<file path="src/rtl/pipeline_pkg.sv">
// Shared pipeline types for the RV32E core.
// Hazard sequencer states and pipeline constants.
package pipeline_pkg;

   typedef enum logic [1:0] {
      RUN        = 2'd0,
      MEM_WAIT   = 2'd1,
      FETCH_WAIT = 2'd2,
      HALTED     = 2'd3
   } hcu_state_t;

   localparam logic [31:0] NOP_INSTR = 32'h0000_0013;
   localparam int          REG_IDX_W = 4;

endpackage

</file>
<file path="src/rtl/hazard_event_counter.sv">
// Wrap-around event counter for pipeline performance debug.
// Counts cycles with en high; rolls over silently.
module hazard_event_counter #(
   parameter int CNT_W = 16
) (
   input  logic             clk,
   input  logic             rst,
   input  logic             en,
   output logic [CNT_W-1:0] count
);

   // Increment on each enabled cycle, modulo 2^CNT_W
   always_ff @(posedge clk or posedge rst) begin
      if (rst) count <= '0;
      else if (en) count <= count + 1'b1;
   end

endmodule

</file>
<file path="src/rtl/hazard_control_unit.sv">
// Stall/flush sequencer for the 5-stage RV32E pipeline.
// Handles load-use, redirects, memory waits and halt.
module hazard_control_unit
   import pipeline_pkg::*;
#(
   parameter int          NUM_REGS = 16,
   parameter int          CNT_W    = 16,
   parameter logic [31:0] RESET_PC = 32'h0000_0000
) (
   input  logic                        clk,
   input  logic                        rst,
   input  logic [$clog2(NUM_REGS)-1:0] rs1_ID,
   input  logic [$clog2(NUM_REGS)-1:0] rs2_ID,
   input  logic                        uses_rs1_ID,
   input  logic                        uses_rs2_ID,
   input  logic [$clog2(NUM_REGS)-1:0] rd_EX,
   input  logic                        mem_read_EX,
   input  logic                        branch_taken_EX,
   input  logic [31:0]                 branch_target_EX,
   input  logic                        dmem_req_MEM,
   input  logic                        dmem_ready_MEM,
   input  logic                        imem_ready_IF,
   input  logic                        halt_req,
   output logic                        stall_PC,
   output logic                        stall_IF_ID,
   output logic                        invalid_IF,
   output logic                        bubble_ID_EX,
   output logic                        stall_EX_MEM,
   output logic                        redirect_valid,
   output logic [31:0]                 redirect_pc,
   output logic [1:0]                  state,
   output logic [CNT_W-1:0]            cnt_load_use,
   output logic [CNT_W-1:0]            cnt_flush,
   output logic [CNT_W-1:0]            cnt_mem_wait
);

   hcu_state_t  cur, nxt;
   logic        pend_valid;
   logic [31:0] pend_pc;
   logic [31:0] last_pc;
   logic        load_use, mem_busy;
   logic        freeze, capture;
   logic        inc_lu, inc_fl, inc_mw;

   assign load_use = mem_read_EX && (rd_EX != '0) &&
                     ((uses_rs1_ID && rs1_ID == rd_EX) ||
                      (uses_rs2_ID && rs2_ID == rd_EX));
   assign mem_busy = dmem_req_MEM && !dmem_ready_MEM;
   assign state    = cur;

   // State register; rst aborts any state at once
   always_ff @(posedge clk or posedge rst) begin
      if (rst) cur <= RUN;
      else cur <= nxt;
   end

   // Pending redirect and last issued target
   always_ff @(posedge clk or posedge rst) begin
      if (rst) begin
         pend_valid <= 1'b0;
         pend_pc    <= RESET_PC;
         last_pc    <= RESET_PC;
      end else begin
         if (redirect_valid) begin
            pend_valid <= 1'b0;
            last_pc    <= redirect_pc;
         end else if (capture && !pend_valid) begin
            pend_valid <= 1'b1;
            pend_pc    <= branch_target_EX;
         end
      end
   end

   // Next state and control outputs in priority order
   always_comb begin
      nxt            = cur;
      freeze         = 1'b0;
      capture        = 1'b0;
      inc_lu         = 1'b0;
      inc_fl         = 1'b0;
      inc_mw         = 1'b0;
      stall_PC       = 1'b0;
      stall_IF_ID    = 1'b0;
      invalid_IF     = 1'b0;
      bubble_ID_EX   = 1'b0;
      redirect_valid = 1'b0;
      unique case (cur)
         HALTED: begin
            if (halt_req) freeze = 1'b1;
            else nxt = RUN;
         end
         MEM_WAIT: begin
            capture = branch_taken_EX;
            if (mem_busy) begin
               freeze = 1'b1;
               inc_mw = 1'b1;
            end else begin
               nxt = RUN;
            end
         end
         default: begin
            nxt = RUN;
            if (mem_busy) begin
               freeze  = 1'b1;
               inc_mw  = 1'b1;
               capture = branch_taken_EX;
               nxt     = MEM_WAIT;
            end else if (halt_req) begin
               freeze = 1'b1;
               nxt    = HALTED;
            end else if (branch_taken_EX || pend_valid) begin
               redirect_valid = 1'b1;
               invalid_IF     = 1'b1;
               bubble_ID_EX   = 1'b1;
               inc_fl         = 1'b1;
            end else if (!imem_ready_IF) begin
               stall_PC   = 1'b1;
               invalid_IF = 1'b1;
               nxt        = FETCH_WAIT;
            end else if (load_use) begin
               stall_PC     = 1'b1;
               stall_IF_ID  = 1'b1;
               bubble_ID_EX = 1'b1;
               inc_lu       = 1'b1;
            end
         end
      endcase
      if (freeze) begin
         stall_PC    = 1'b1;
         stall_IF_ID = 1'b1;
      end
      stall_EX_MEM = freeze;
      if (rst) begin
         nxt            = RUN;
         capture        = 1'b0;
         inc_lu         = 1'b0;
         inc_fl         = 1'b0;
         inc_mw         = 1'b0;
         stall_PC       = 1'b0;
         stall_IF_ID    = 1'b0;
         invalid_IF     = 1'b1;
         bubble_ID_EX   = 1'b0;
         stall_EX_MEM   = 1'b0;
         redirect_valid = 1'b0;
      end
      if (redirect_valid) begin
         redirect_pc = pend_valid ? pend_pc : branch_target_EX;
      end else begin
         redirect_pc = last_pc;
      end
   end

   hazard_event_counter #(.CNT_W(CNT_W)) u_cnt_lu (
      .clk   (clk),
      .rst   (rst),
      .en    (inc_lu),
      .count (cnt_load_use)
   );

   hazard_event_counter #(.CNT_W(CNT_W)) u_cnt_fl (
      .clk   (clk),
      .rst   (rst),
      .en    (inc_fl),
      .count (cnt_flush)
   );

   hazard_event_counter #(.CNT_W(CNT_W)) u_cnt_mw (
      .clk   (clk),
      .rst   (rst),
      .en    (inc_mw),
      .count (cnt_mem_wait)
   );

endmodule

</file>
<file path="config.mk">
export PLATFORM = sky130hd
export DESIGN_NAME = hazard_control_unit
export DESIGN_NICKNAME = d
export VERILOG_FILES = /design/src/rtl/pipeline_pkg.sv /design/src/rtl/hazard_event_counter.sv /design/src/rtl/hazard_control_unit.sv
export SDC_FILE = /design/constraint.sdc
export NUM_CORES = 1
export LEC_CHECK = 0
export BUFFER_PORTS_ARGS = -buffer_cell sky130_fd_sc_hd__buf_2
export CORE_MARGIN = 4
export CORE_UTILIZATION = 57
export CTS_CLUSTER_SIZE = 24
export DETAILED_ROUTE_END_ITERATION = 12
export PLACE_DENSITY = 0.82
export SLEW_MARGIN = 40
export SYNTH_ARGS = -nofsm -noshare
export SYNTH_HDL_FRONTEND = slang
export SYNTH_SLANG_ARGS = --single-unit
</file>
<file path="constraint.sdc">
create_clock -name clk -period 6.9 [get_ports clk]
set_clock_uncertainty 0.2 [all_clocks]
set_input_delay 0.69 -clock clk [delete_from_list [all_inputs] [get_ports clk]]
set_output_delay 0.69 -clock clk [all_outputs]
set_load 0.01 [all_outputs]
</file>
# == After elaboration in Yosys (flattened, before gate mapping) ==
# Index checks and enable logic that the tools add are counted.
# totals
latchBits,0
mem_count,0
mem_bits_ro,0
register_bits,115
elab_cells,86
out_inout_bits,88
ramBits,0
input_bits,54
# classes
magnitude_cmp,0
bitwise_logic,1
shifts,0
div_mod_pow,0
n_addsub,3
n_reduce_logical,15
n_mux,54
eq_ne,6
multipliers,0
# ops
op,count
32-bit 2-to-1 mux,2
"16-bit by 1-bit adder with 16-bit output, second input constant",3
1-bit 2-to-1 mux,42
2-bit 2-to-1 mux,7
4-bit equality test,2
1-bit logical AND,6
"3-bit != test, second input constant",2
1-bit case mux with 2 select lines,2
2-bit case mux with 2 select lines,1
2-bit AND reduction,2
4-bit nonzero test,1
"2-bit by 1-bit equality test with 1-bit output, second input constant",1
"2-bit equality test, second input constant",1
1-bit zero test,2
1-bit logical OR,2
2-bit nonzero test,1
2-bit OR reduction,1
1-bit inverter,1

# == Longest topological paths before layout ==
# Gate-level depths: netlist of run 1.
# depth
depth_word,12
mapped_depth,7
mapped_depth_nobuf,6

# == By module ==
# Synthesis of run 1 repeated with hierarchy kept, for this count alone.
# hier_totals
cells_unflattened,463
hier_area_um2,5345.1
# by_module_without_submodules
module,seq_area_each_um2,area_each_um2,n_inst,cells_each
hazard_control_unit,1676.6,3213.1,1,292
hazard_event_counter,400.4,710.7,3,57

# == Least setup slack after synthesis of run 1 ==
# OpenSTA, ideal clock, no wires.
# synth_timing
kind,input port to output port
start,input rst
end,output stall_IF_ID
cell_stages,4
path_buffers,0
required_ps,6010
arrival_time_ps,4059
slack_ps,1951
cell_sequence,inv_1 -> o21ai_0 -> a21oi_1 -> nand2b_1
# synth_between
elab_chain_len,1
# synth_lines
item,line,rtl
start: declaration,hazard_control_unit.sv:11,"input logic rst,"
1-bit 2-to-1 mux,hazard_control_unit.sv:133,if (rst) begin
end: declaration,hazard_control_unit.sv:25,"output logic stall_IF_ID,"
# Every way passes these cells.

# == Worst setup path in the final report of run 1 ==
# layout_timing
start,register pend_valid
end,output redirect_pc[8]
# layout_between
elab_chain_len,7
elab_cells_between_ends,8
classes_between,mux: 7; reduce/logical: 1
# layout_lines
item,line,rtl
start: declaration,hazard_control_unit.sv:38,logic pend_valid;
start signal: assignment,hazard_control_unit.sv:60,pend_valid <= 1'b0;
start signal: assignment,hazard_control_unit.sv:65,pend_valid <= 1'b0;
start signal: assignment,hazard_control_unit.sv:68,pend_valid <= 1'b1;
1-bit logical OR,hazard_control_unit.sv:111,end else if (branch_taken_EX || pend_valid) begin
1-bit 2-to-1 mux,hazard_control_unit.sv:111,
1-bit 2-to-1 mux,hazard_control_unit.sv:108,end else if (halt_req) begin
1-bit 2-to-1 mux,hazard_control_unit.sv:103,if (mem_busy) begin
1-bit 2-to-1 mux,hazard_control_unit.sv:87,unique case (cur)
1-bit 2-to-1 mux,hazard_control_unit.sv:133,
32-bit 2-to-1 mux (*),hazard_control_unit.sv:146,if (redirect_valid) begin
end: declaration,hazard_control_unit.sv:30,"output logic [31:0] redirect_pc,"
# Mark *: on every way between the ends. The rest lies on a longest branch, timed or not.

==> results of run 1 <==
-- stage by stage --
stage | instance area, µm² | hold WS (ns)
floorplan | 5270 | 0.280
global placement | 6050 | 0.251
detailed placement | 6060 | 0.258
CTS | 6650 | 0.0426
global route | 6650 | 0.0619
finish | 6650 | 0.0497
-- worst max path at each step --
stage	start	end	slack (ns)	cells after the start
final	pend_valid	redirect_pc[8]	3.10	6
after global routing	pend_valid	redirect_pc[21]	2.89	6
after CTS	pend_valid	redirect_pc[3]	3.11	6
after detailed placement	dmem_req_MEM	redirect_pc[14]	3.61	7
after global placement	pend_valid	redirect_pc[3]	3.24	6
after floorplan	rst	stall_IF_ID	1.95	4
-- registers in the layout, indices dropped and copies added, names as in the netlist --
register	count
last_pc	32
pend_pc	32
u_cnt_fl.count	16
u_cnt_lu.count	16
u_cnt_mw.count	16
state	2
pend_valid	1
-- area by class of cell --
type	count	area [µm²]	share of cell area (%)
flip-flops and latches	115	2880	43.3
clock buffers	18	428	6.44
multi-input cells	329	2280	34.4
inverters	6	25.0	0.376
well taps	108	135	2.03
repair buffers	144	738	11.1
clock inverters	14	155	2.33
-- cells in the final DEF, fill, tap and decap left out, types with 3 or more instances in the layout --
master and n:
and3_1 10, xor2_1 21, a21oi_1 69, mux2i_1 33, nand2_1 16, nand4_1 19, nor2_1 45, nand3_1 13
clkinv_4 6, dfrtp_1 114, buf_2 141, clkbuf_8 3, nor4_1 4, xnor2_1 32, ha_1 3, and4_1 3
nor3_1 8, mux2_2 35, clkbuf_16 16, inv_1 5
-- worst register-to-register path, delay by kind of cell (launching register included) --
kind / cells / cell delay (ns)
DFF: 1 / 0.82
buffers and inverters: 1 / 0.54
xor gates and xnor gates: 1 / 0.20
and+or+nand+nor: 5 / 1.27
-- metal layers --
| layer | vias up | GRT usage [%] |
|---|---|---|
| met4 | 0 | 8.36 |
| met5 | - | 0 |
| met3 | 24 | 6.83 |
| li1 | 1961 | - |
| met2 | 142 | 38.9 |
| met1 | 2043 | 27.8 |
-- cells by family after synthesis --
| logic type | after synthesis | share of synthesized area [%] |
|---|---|---|
| AOI/OAI and AO/OA | 76 | 7.52 |
| xor gates and xnor gates | 53 | 8.81 |
| adders and majority gates | 3 | 0.712 |
| buffers and inverters | 27 | 2.06 |
| DFF | 115 | 54.6 |
| muxes | 68 | 13.7 |
| and+or+nand+nor | 129 | 12.6 |
-- power groups by stage --
| stage | Sequential, mW | Clock (mW) | Combinational [mW] |
|---|---|---|---|
| floorplan | 0.955 | 0 | 0.395 |
| global placement | 0.984 | 0 | 0.546 |
| detailed placement | 0.997 | 0 | 0.568 |
| CTS | 0.990 | 0.858 | 0.573 |
| global route | 1.02 | 0.896 | 0.627 |
| finish | 0.989 | 0.847 | 0.565 |
==> impl_metrics.json, run 1 <==
{
  "synth_nets": 528,
  "crit_path_end_kind": "output pin",
  "routed-wl-met2_um": 6170,
  "tns_ns": 0,
  "synth_common_cells": "115 x dfrtp_1, 69 x a21oi_1, 45 x nor2_1",
  "drt_first_pass_iters": 5,
  "routed_via_density": 5.68,
  "pwr-share-seq_pct": 41.2,
  "critical_path_class": "flop to output pin",
  "critPathArrivalTime_ns": 2.91,
  "cts_max_level": 4,
  "ys_seq_area_share_pct": 54.6,
  "wl_um": 12000,
  "vias": 4170,
  "switching_share_pct": 30.9,
  "syn_inst": 471,
  "cts_setup_buffers": 0,
  "grt_pass1_wl_um": 20300,
  "antennaDiodeCount": 0,
  "hpwl_um": 8220,
  "critical_path_buf_inv_count": 2,
  "outcome": "completed",
  "pre_cts_slack_ns": 3.61,
  "max_cap_violations": 0,
  "p_per_area_nw_per_um2": 361,
  "ios": 142,
  "async_reset_ff_share_pct": 100,
  "r2r_start": "pend_valid",
  "cts_max_path_buffers": 2,
  "drt_iter0_markers": 165,
  "grt_pass1_vias": 4267,
  "die_h_um": 104,
  "setup_violations": 0,
  "finalCriticalPeriod_ns": 3.80,
  "cts_repair_resize_count": 0,
  "numCtsBuffers": 17,
  "final_max_slew_viol_count": 0,
  "cp_max_fo": 107,
  "hold_path.class": "input pin to asynchronous set/reset pin",
  "r2r_slack_ns": 3.81,
  "layout-drive-gt1-share_pct": 34.7,
  "n_fill_cell": 638,
  "cp.required_ns": 6.01,
  "reg2reg_to": "u_cnt_fl.count[12]",
  "gp_congestion": 0.848,
  "crit_path_cell_trace": "nor2_1 -> nor4_4 -> buf_6 -> nor2_1 -> a21oi_1 -> buf_2",
  "cts.clk_slew.worst_paths_ns": 0.06,
  "nets": 670,
  "antenna_left": 0,
  "rows": 34,
  "internal_power_mw": 1.66,
  "top_layer": "met4",
  "clock_latency_ns": 0.50,
  "cts_tree": "done",
  "setup_slack_ns": 3.10,
  "core_area_um2": 8850,
  "drc": 0,
  "synth_area_leader_cell": "dfrtp_1",
  "antenna_found_initial": 0,
  "slew_headroom_pct": 44.6,
  "cellLeakagePower_nw": 3.25,
  "startpoint_type": "flop",
  "clock-sinks": 115,
  "syn_area_um2": 5270,
  "fmax_mhz": 263,
  "grt_setup_unrepaired": "no",
  "fin_util_pct": 75.1,
  "avgSynthCellArea_um2": 11.2,
  "wl_per_cell_um": 16.4,
  "met3_length_um": 688,
  "critical_path.most_common_cell": "nor2_1",
  "die_width_um": 104,
  "yosys.cell_types.count": 35,
  "power_switching_uw": 742,
  "timing.final.crit_share_pct": 55.0,
  "critical_path.top_delay_family": "flip-flops",
  "grt_max_degree": 108,
  "synth.ff_latch_count": 115,
  "clockPowerShare_pct": 35.3,
  "initial_utilization_pct": 59.6,
  "postCtsHoldBufs": 0,
  "ir_drop_uv": 282,
  "syn2layout_area_growth_pct": 26.1,
  "worst_slew_pin_slew_ns": 0.825,
  "ys_warn_count": 0,
  "final_hold_viol_count": 0,
  "placed_cells": 702,
  "power_mw": 2.40,
  "portBuffers": 141,
  "synth_area_leaders": "dfrtp_1 55%, mux2_2 7.5%, a21oi_1 6.6%, mux2i_1 6.3%, xnor2_1 5.3%",
  "dieArea_um2": 10900,
  "clockRootBuffer": "clkbuf_8",
  "synth_edf_count": 0,
  "critical-path-max-stage-delay_ns": 0.82,
  "power_frac_comb_pct": 23.5,
  "wl_met1_um": 4920,
  "grt.total_usage_pct": 22.9,
  "slowest_stage": "dfrtp_4",
  "synth.most_common_cell": "dfrtp_1",
  "overflow": 0,
  "final_cells": 734,
  "ys.flop_type": "dfrtp_1",
  "synth_top_area_share_pct": 54.6,
  "r2r_cells": 7
}
Power figures use the tool's default switching activity.
==> run 2: changes to the inputs <==
--- a/config.mk
+++ b/config.mk
@@ -5,12 +5,13 @@
 export SDC_FILE = /design/constraint.sdc
 export NUM_CORES = 1
 export LEC_CHECK = 0
+export ABC_AREA = 1
 export BUFFER_PORTS_ARGS = -buffer_cell sky130_fd_sc_hd__buf_2
 export CORE_MARGIN = 4
-export CORE_UTILIZATION = 57
+export CORE_UTILIZATION = 54
 export CTS_CLUSTER_SIZE = 24
 export DETAILED_ROUTE_END_ITERATION = 12
-export PLACE_DENSITY = 0.82
+export PLACE_DENSITY = 0.76
 export SLEW_MARGIN = 40
 export SYNTH_ARGS = -nofsm -noshare
 export SYNTH_HDL_FRONTEND = slang
==> constraint.sdc (replaced) <==
create_clock -name clk -period 3.66 [get_ports clk]
set_clock_uncertainty 0.2 [all_clocks]
set_input_delay 0.366 -clock clk [delete_from_list [all_inputs] [get_ports clk]]
set_output_delay 0.366 -clock clk [all_outputs]
set_load 0.01 [all_outputs]
==> run 2 against run 1 <==
  * Final cell count up 48%
  * Non-clock buffer count is 35 higher
  * Combinational power rose to 2.8 times the previous value
  * Utilization decreased by 5.2 points
  * Power increased by 110%
  * Synthesized area increased by 15%
  * Wire length is 28% higher
  * Critical endpoint is now redirect_pc[14]
  * Largest cell class unchanged
  * Largest power group unchanged
==> impl_metrics.json, run 2 <==
{
  "clock_latency_ns": 0.52,
  "routed-wl-met2_um": 7430,
  "wl_met1_um": 6550,
  "synth_nets": 824,
  "startpoint_type": "input pin",
  "wl_um": 15400,
  "cts_tree": "done",
  "top_regs": "last_pc: 32 flops, pend_pc: 32 flops",
  "grt_setup_unrepaired": "no",
  "setup_violations": 0,
  "outcome": "completed",
  "dieArea_um2": 13000,
  "overflow": 0,
  "top_layer": "met4",
  "crit_path_end_kind": "output pin",
  "numCtsBuffers": 17,
  "antenna_left": 0,
  "worst_slew_pin_slew_ns": 0.690,
  "synth_area_leader_cell": "dfrtp_1",
  "ys.flop_type": "dfrtp_1",
  "whs_ns": 0.0485,
  "n_fill_cell": 876,
  "slew_headroom_pct": 53.8,
  "vias": 5793,
  "layout_common_cells": "307 x nand2_1, 141 x buf_2, 115 x dfrtp_1",
  "grt.total_usage_pct": 24.6,
  "antenna_found_initial": 0,
  "die_width_um": 114,
  "fmax_mhz": 318,
  "ys_warn_count": 0,
  "synth_common_cells": "307 x nand2_1, 115 x dfrtp_1, 73 x nor2_1",
  "portBuffers": 141,
  "synth.most_common_cell": "nand2_1",
  "nets": 992,
  "syn2layout_area_growth_pct": 25.8,
  "timing.final.crit_share_pct": 86.0,
  "ir_drop_uv": 490,
  "initial_utilization_pct": 55.6,
  "cts_max_path_buffers": 2,
  "synth.ff_latch_count": 115,
  "grt_pass1_wl_um": 25700,
  "synth_area_leaders": "dfrtp_1 48%, nand2_1 19%, a31oi_1 6.6%, nor2_1 4.5%, inv_1 2.8%",
  "finalCriticalPeriod_ns": 3.15,
  "syn_inst": 767,
  "wl_per_cell_um": 14.1,
  "grt_pass1_vias": 5586,
  "cts_max_level": 4,
  "grt_max_degree": 116,
  "ios": 142,
  "synth_edf_count": 0,
  "hpwl_um": 9910,
  "final_max_slew_viol_count": 0,
  "gp_congestion": 0.840,
  "cts.clk_slew.worst_paths_ns": 0.05,
  "ys_seq_area_share_pct": 47.5,
  "met3_length_um": 1120,
  "cp.required_ns": 3.09,
  "final_hold_viol_count": 0,
  "max_cap_violations": 0,
  "critPathArrivalTime_ns": 2.58,
  "core_area_um2": 10900,
  "drt_first_pass_iters": 7,
  "p_per_area_nw_per_um2": 655,
  "rows": 38,
  "async_reset_ff_share_pct": 100,
  "clock-sinks": 115,
  "layout-drive-gt1-share_pct": 20.1,
  "hold_path.class": "input pin to flop",
  "routed_via_density": 5.33,
  "drc": 0,
  "critical_path_class": "input pin to output pin",
  "clockRootBuffer": "clkbuf_8",
  "cellLeakagePower_nw": 3.88,
  "layout_commonest_cell": "nand2_1",
  "drt_iter0_markers": 538,
  "avgSynthCellArea_um2": 7.89,
  "syn_area_um2": 6050,
  "register_area_um2": 2880,
  "tns_ns": 0,
  "antennaDiodeCount": 0,
  "cp_max_fo": 115,
  "die_h_um": 114,
  "yosys.cell_types.count": 33,
  "multiInputGateArea_um2": 2760,
  "cts_repair_resize_count": 0,
  "synth_top_area_share_pct": 47.5
}
==> run 2: cell count changes after synthesis, sizes merged, moves of 34 or more <==
cell / previous run / this run
nand2: 16 / 311
a21oi: 69 / 2
a31oi: 1 / 64
inv: 6 / 48
mux2: 35 / 0
nor2: 45 / 79
==> run 2: cells by family (layout without fill, tap and decap cells) <==
logic type      Yosys count  after routing  share of synthesized area, %
buf+inv                  78            258                          6.84
flops                   115            115                          47.5
compound gates           80             80                          8.12
fa+ha+maj                 3              3                         0.620
simple gates            459            459                          32.3
xor+xnor                 32             32                          4.63
==> run 2: worst max-delay path, cell delays in order <==
cell,delay [ns]
dlygate4sd3_1,0.53
buf_2,0.15
inv_6,0.26
nand3_4,0.18
nor2_4,0.14
buf_12,0.35
nor2_1,0.11
a31oi_1,0.23
buf_2,0.18
==> run 2: power breakdown <==
group | switching (mW) | total [mW] | internal (mW)
registers | 0.249 | 1.95 | 1.71
clock network | 0.546 | 1.47 | 0.925
logic | 0.974 | 1.56 | 0.590
total | 1.77 | 4.99 | 3.22
==> run 2: through the flow <==
stage	cell area (µm²)	total power, mW	cells	setup WS, ns	util (%)
floorplan	6050	2.97	767	1.25	-
global route	7610	5.32	1087	0.341	69.9
CTS	7610	5.01	1087	0.507	69.9
detailed placement	6760	3.50	1023	1.06	62.1
finish	7610	4.99	1087	0.513	69.9
global placement	6760	3.44	1023	1.09	62.1
==> run 2: final timing paths <==
check,from,depth (start not counted),end,slack (ns)
worst max-delay path,rst,9,redirect_pc[14],0.51
worst min-delay path,imem_ready_IF,4,state[1],0.05
worst max register to register,state[0],7,u_cnt_mw.count[12],1.33
worst min register to register,pend_pc[7],2,pend_pc[7],0.27
max in group asynchronous,rst,4,u_cnt_mw.count[13],2.02
min in group asynchronous,rst,3,pend_pc[25],0.19
==> run 2: timing repair <==
item / in CTS / in global routing
endpoints found under the hold margin: 95 / 0
hold buffers: 33 / 0
setup buffers: 0 / 0
==> run 2: metal layers <==
layer	track usage, %	vias to the layer above
met3	6.68	32
met1	30.7	2698
li1	-	2840
met4	9.34	0
met5	0	-
met2	41.0	223
==> run 2: final cells by class <==
class	count	share of cell area, %
repair buffers	179	14.3
clock inverters	6	0.723
inverters	48	2.46
well taps	140	2.30
clock buffers	25	6.10
flip-flops and latches	115	37.8
multi-input cells	574	36.3
==> run 3: changes to the inputs <==
--- a/config.mk
+++ b/config.mk
@@ -7,11 +7,14 @@
 export LEC_CHECK = 0
 export ABC_AREA = 1
 export BUFFER_PORTS_ARGS = -buffer_cell sky130_fd_sc_hd__buf_2
+export CELL_PAD_IN_SITES_DETAIL_PLACEMENT = 0
+export CELL_PAD_IN_SITES_GLOBAL_PLACEMENT = 1
 export CORE_MARGIN = 4
-export CORE_UTILIZATION = 54
+export CORE_UTILIZATION = 41
+export CTS_BUF_LIST = sky130_fd_sc_hd__clkbuf_8
 export CTS_CLUSTER_SIZE = 24
 export DETAILED_ROUTE_END_ITERATION = 12
-export PLACE_DENSITY = 0.76
+export PLACE_DENSITY = 0.79
 export SLEW_MARGIN = 40
 export SYNTH_ARGS = -nofsm -noshare
 export SYNTH_HDL_FRONTEND = slang
==> run 3 against run 2 <==
  * Clock power fell by 18%
  * First-iteration DRC count fell by 8.7%
  * Combinational power barely moved
  * Largest cell class unchanged
  * Highest routed layer unchanged
  * Critical endpoint is now redirect_pc[2]
  * Hold slack improved by 0.050 ns
==> impl_metrics.json, run 3 (same netlist as run 2, synthesis figures left out) <==
{
  "p_per_area_nw_per_um2": 624,
  "register_area_um2": 2880,
  "gp_congestion": 0.826,
  "cellLeakagePower_nw": 3.85,
  "worst_slew_pin_slew_ns": 0.684,
  "layout-drive-gt1-share_pct": 20.5,
  "core_area_um2": 14500,
  "drt_first_pass_iters": 6,
  "critical_path.most_common_cell": "buf_2",
  "cts_max_path_buffers": 2,
  "grt_setup_unrepaired": "no",
  "cts_max_level": 4,
  "rows": 44,
  "grt_max_degree": 116,
  "grt_pass1_wl_um": 25800,
  "final_hold_viol_count": 0,
  "startpoint_type": "input pin",
  "numCtsBuffers": 17,
  "max_cap_violations": 0,
  "critical_path_class": "input pin to output pin",
  "drt_iter0_markers": 491,
  "routed_via_density": 5.06,
  "clockRootBuffer": "clkbuf_8",
  "n_fill_cell": 1342,
  "placed_cells": 1069,
  "drc": 0,
  "crit_path_cell_trace": "dlygate4sd3_1 -> buf_2 -> inv_6 -> nand3_4 -> nor2_4 -> buf_12 -> nor2_1 -> a31oi_1 -> buf_2",
  "power_mw": 4.72,
  "overflow": 0,
  "nets": 994,
  "critPathArrivalTime_ns": 2.38,
  "grt.total_usage_pct": 18.9,
  "clock_latency_ns": 0.43,
  "antenna_found_initial": 0,
  "timing.hold.worst_path_depth": 4,
  "die_width_um": 130,
  "antenna_left": 0,
  "r2r_cells": 7,
  "antennaDiodeCount": 0,
  "ios": 142,
  "final_max_slew_viol_count": 0,
  "top_regs": "last_pc: 32 flops, pend_pc: 32 flops",
  "ir_drop_uv": 373,
  "portBuffers": 141,
  "setup_violations": 0,
  "tns_ns": 0,
  "fmax_mhz": 340,
  "whs_ns": 0.0981,
  "final_cells": 1134,
  "fin_util_pct": 52.3,
  "vias": 5738,
  "timing.final.crit_share_pct": 80.4,
  "clock-sinks": 115,
  "critical-path-max-stage-delay_ns": 0.53,
  "hpwl_um": 10500,
  "cp_max_fo": 115,
  "cp.required_ns": 3.09,
  "syn2layout_area_growth_pct": 25.0,
  "cts_tree": "done",
  "finalCriticalPeriod_ns": 2.94,
  "cts.clk_slew.worst_paths_ns": 0.07,
  "layout_commonest_cell": "nand2_1",
  "multiInputGateArea_um2": 2760,
  "slew_headroom_pct": 54.2,
  "crit_path_end_kind": "output pin",
  "die_h_um": 130,
  "layout_common_cells": "307 x nand2_1, 141 x buf_2, 115 x dfrtp_1",
  "wl_per_cell_um": 13.7,
  "dieArea_um2": 16800,
  "outcome": "completed",
  "hold_path.class": "input pin to flop",
  "grt_pass1_vias": 5423,
  "initial_utilization_pct": 41.8,
  "cts_repair_resize_count": 0,
  "wl_um": 15500,
  "slowest_stage": "dlygate4sd3_1"
}
-- run 3: timing repair --
item | CTS | global route
hold buffers | 33 | 0
hold endpoints to repair | 48 | 0
setup buffers | 0 | 0
-- run 3: worst paths after layout --
| kind | start | endpoint | slack (ns) |
|---|---|---|---|
| worst max-delay path | rst | redirect_pc[2] | 0.72 |
| worst min-delay path | imem_ready_IF | state[1] | 0.1 |
| worst max register to register | state[0] | u_cnt_mw.count[12] | 1.37 |
| worst min register to register | pend_pc[10] | pend_pc[10] | 0.27 |
| max in group asynchronous | rst | pend_pc[2] | 2.25 |
| min in group asynchronous | rst | u_cnt_mw.count[7] | 0.19 |
-- run 3: per-stage QoR --
| step | cell area (µm²) | setup WS [ns] |
|---|---|---|
| floorplan | 6050 | 1.25 |
| global placement | 6830 | 1.16 |
| detailed placement | 6830 | 1.13 |
| CTS | 7570 | 0.693 |
| global route | 7570 | 0.538 |
| finish | 7570 | 0.718 |
-- run 3: power breakdown --
group	switching, mW	internal (mW)
logic	0.959	0.595
registers	0.250	1.70
clock network	0.517	0.696
total	1.73	2.99
-- run 3: final cells by class --
cell class / count / share of cell area (%)
clock inverter: 13 / 1.88
clock buffer: 19 / 3.46
sequential: 115 / 38.0
tap: 184 / 3.04
multi-input combinational: 574 / 36.5
inverter: 48 / 2.48
timing repair buffer: 181 / 14.6
-- run 3: routing by layer --
metal	global-route usage, %	routed length (µm)
met1	25.3	7050
met5	0	0
met3	5.40	1150
met2	29.0	7050
met4	7.89	266
-- run 3: worst max-delay path: cells and delay by family --
kind	cells	cell delay (ns)
simple gates	3	0.40
compound gates	1	0.22
buf+inv	5	1.36
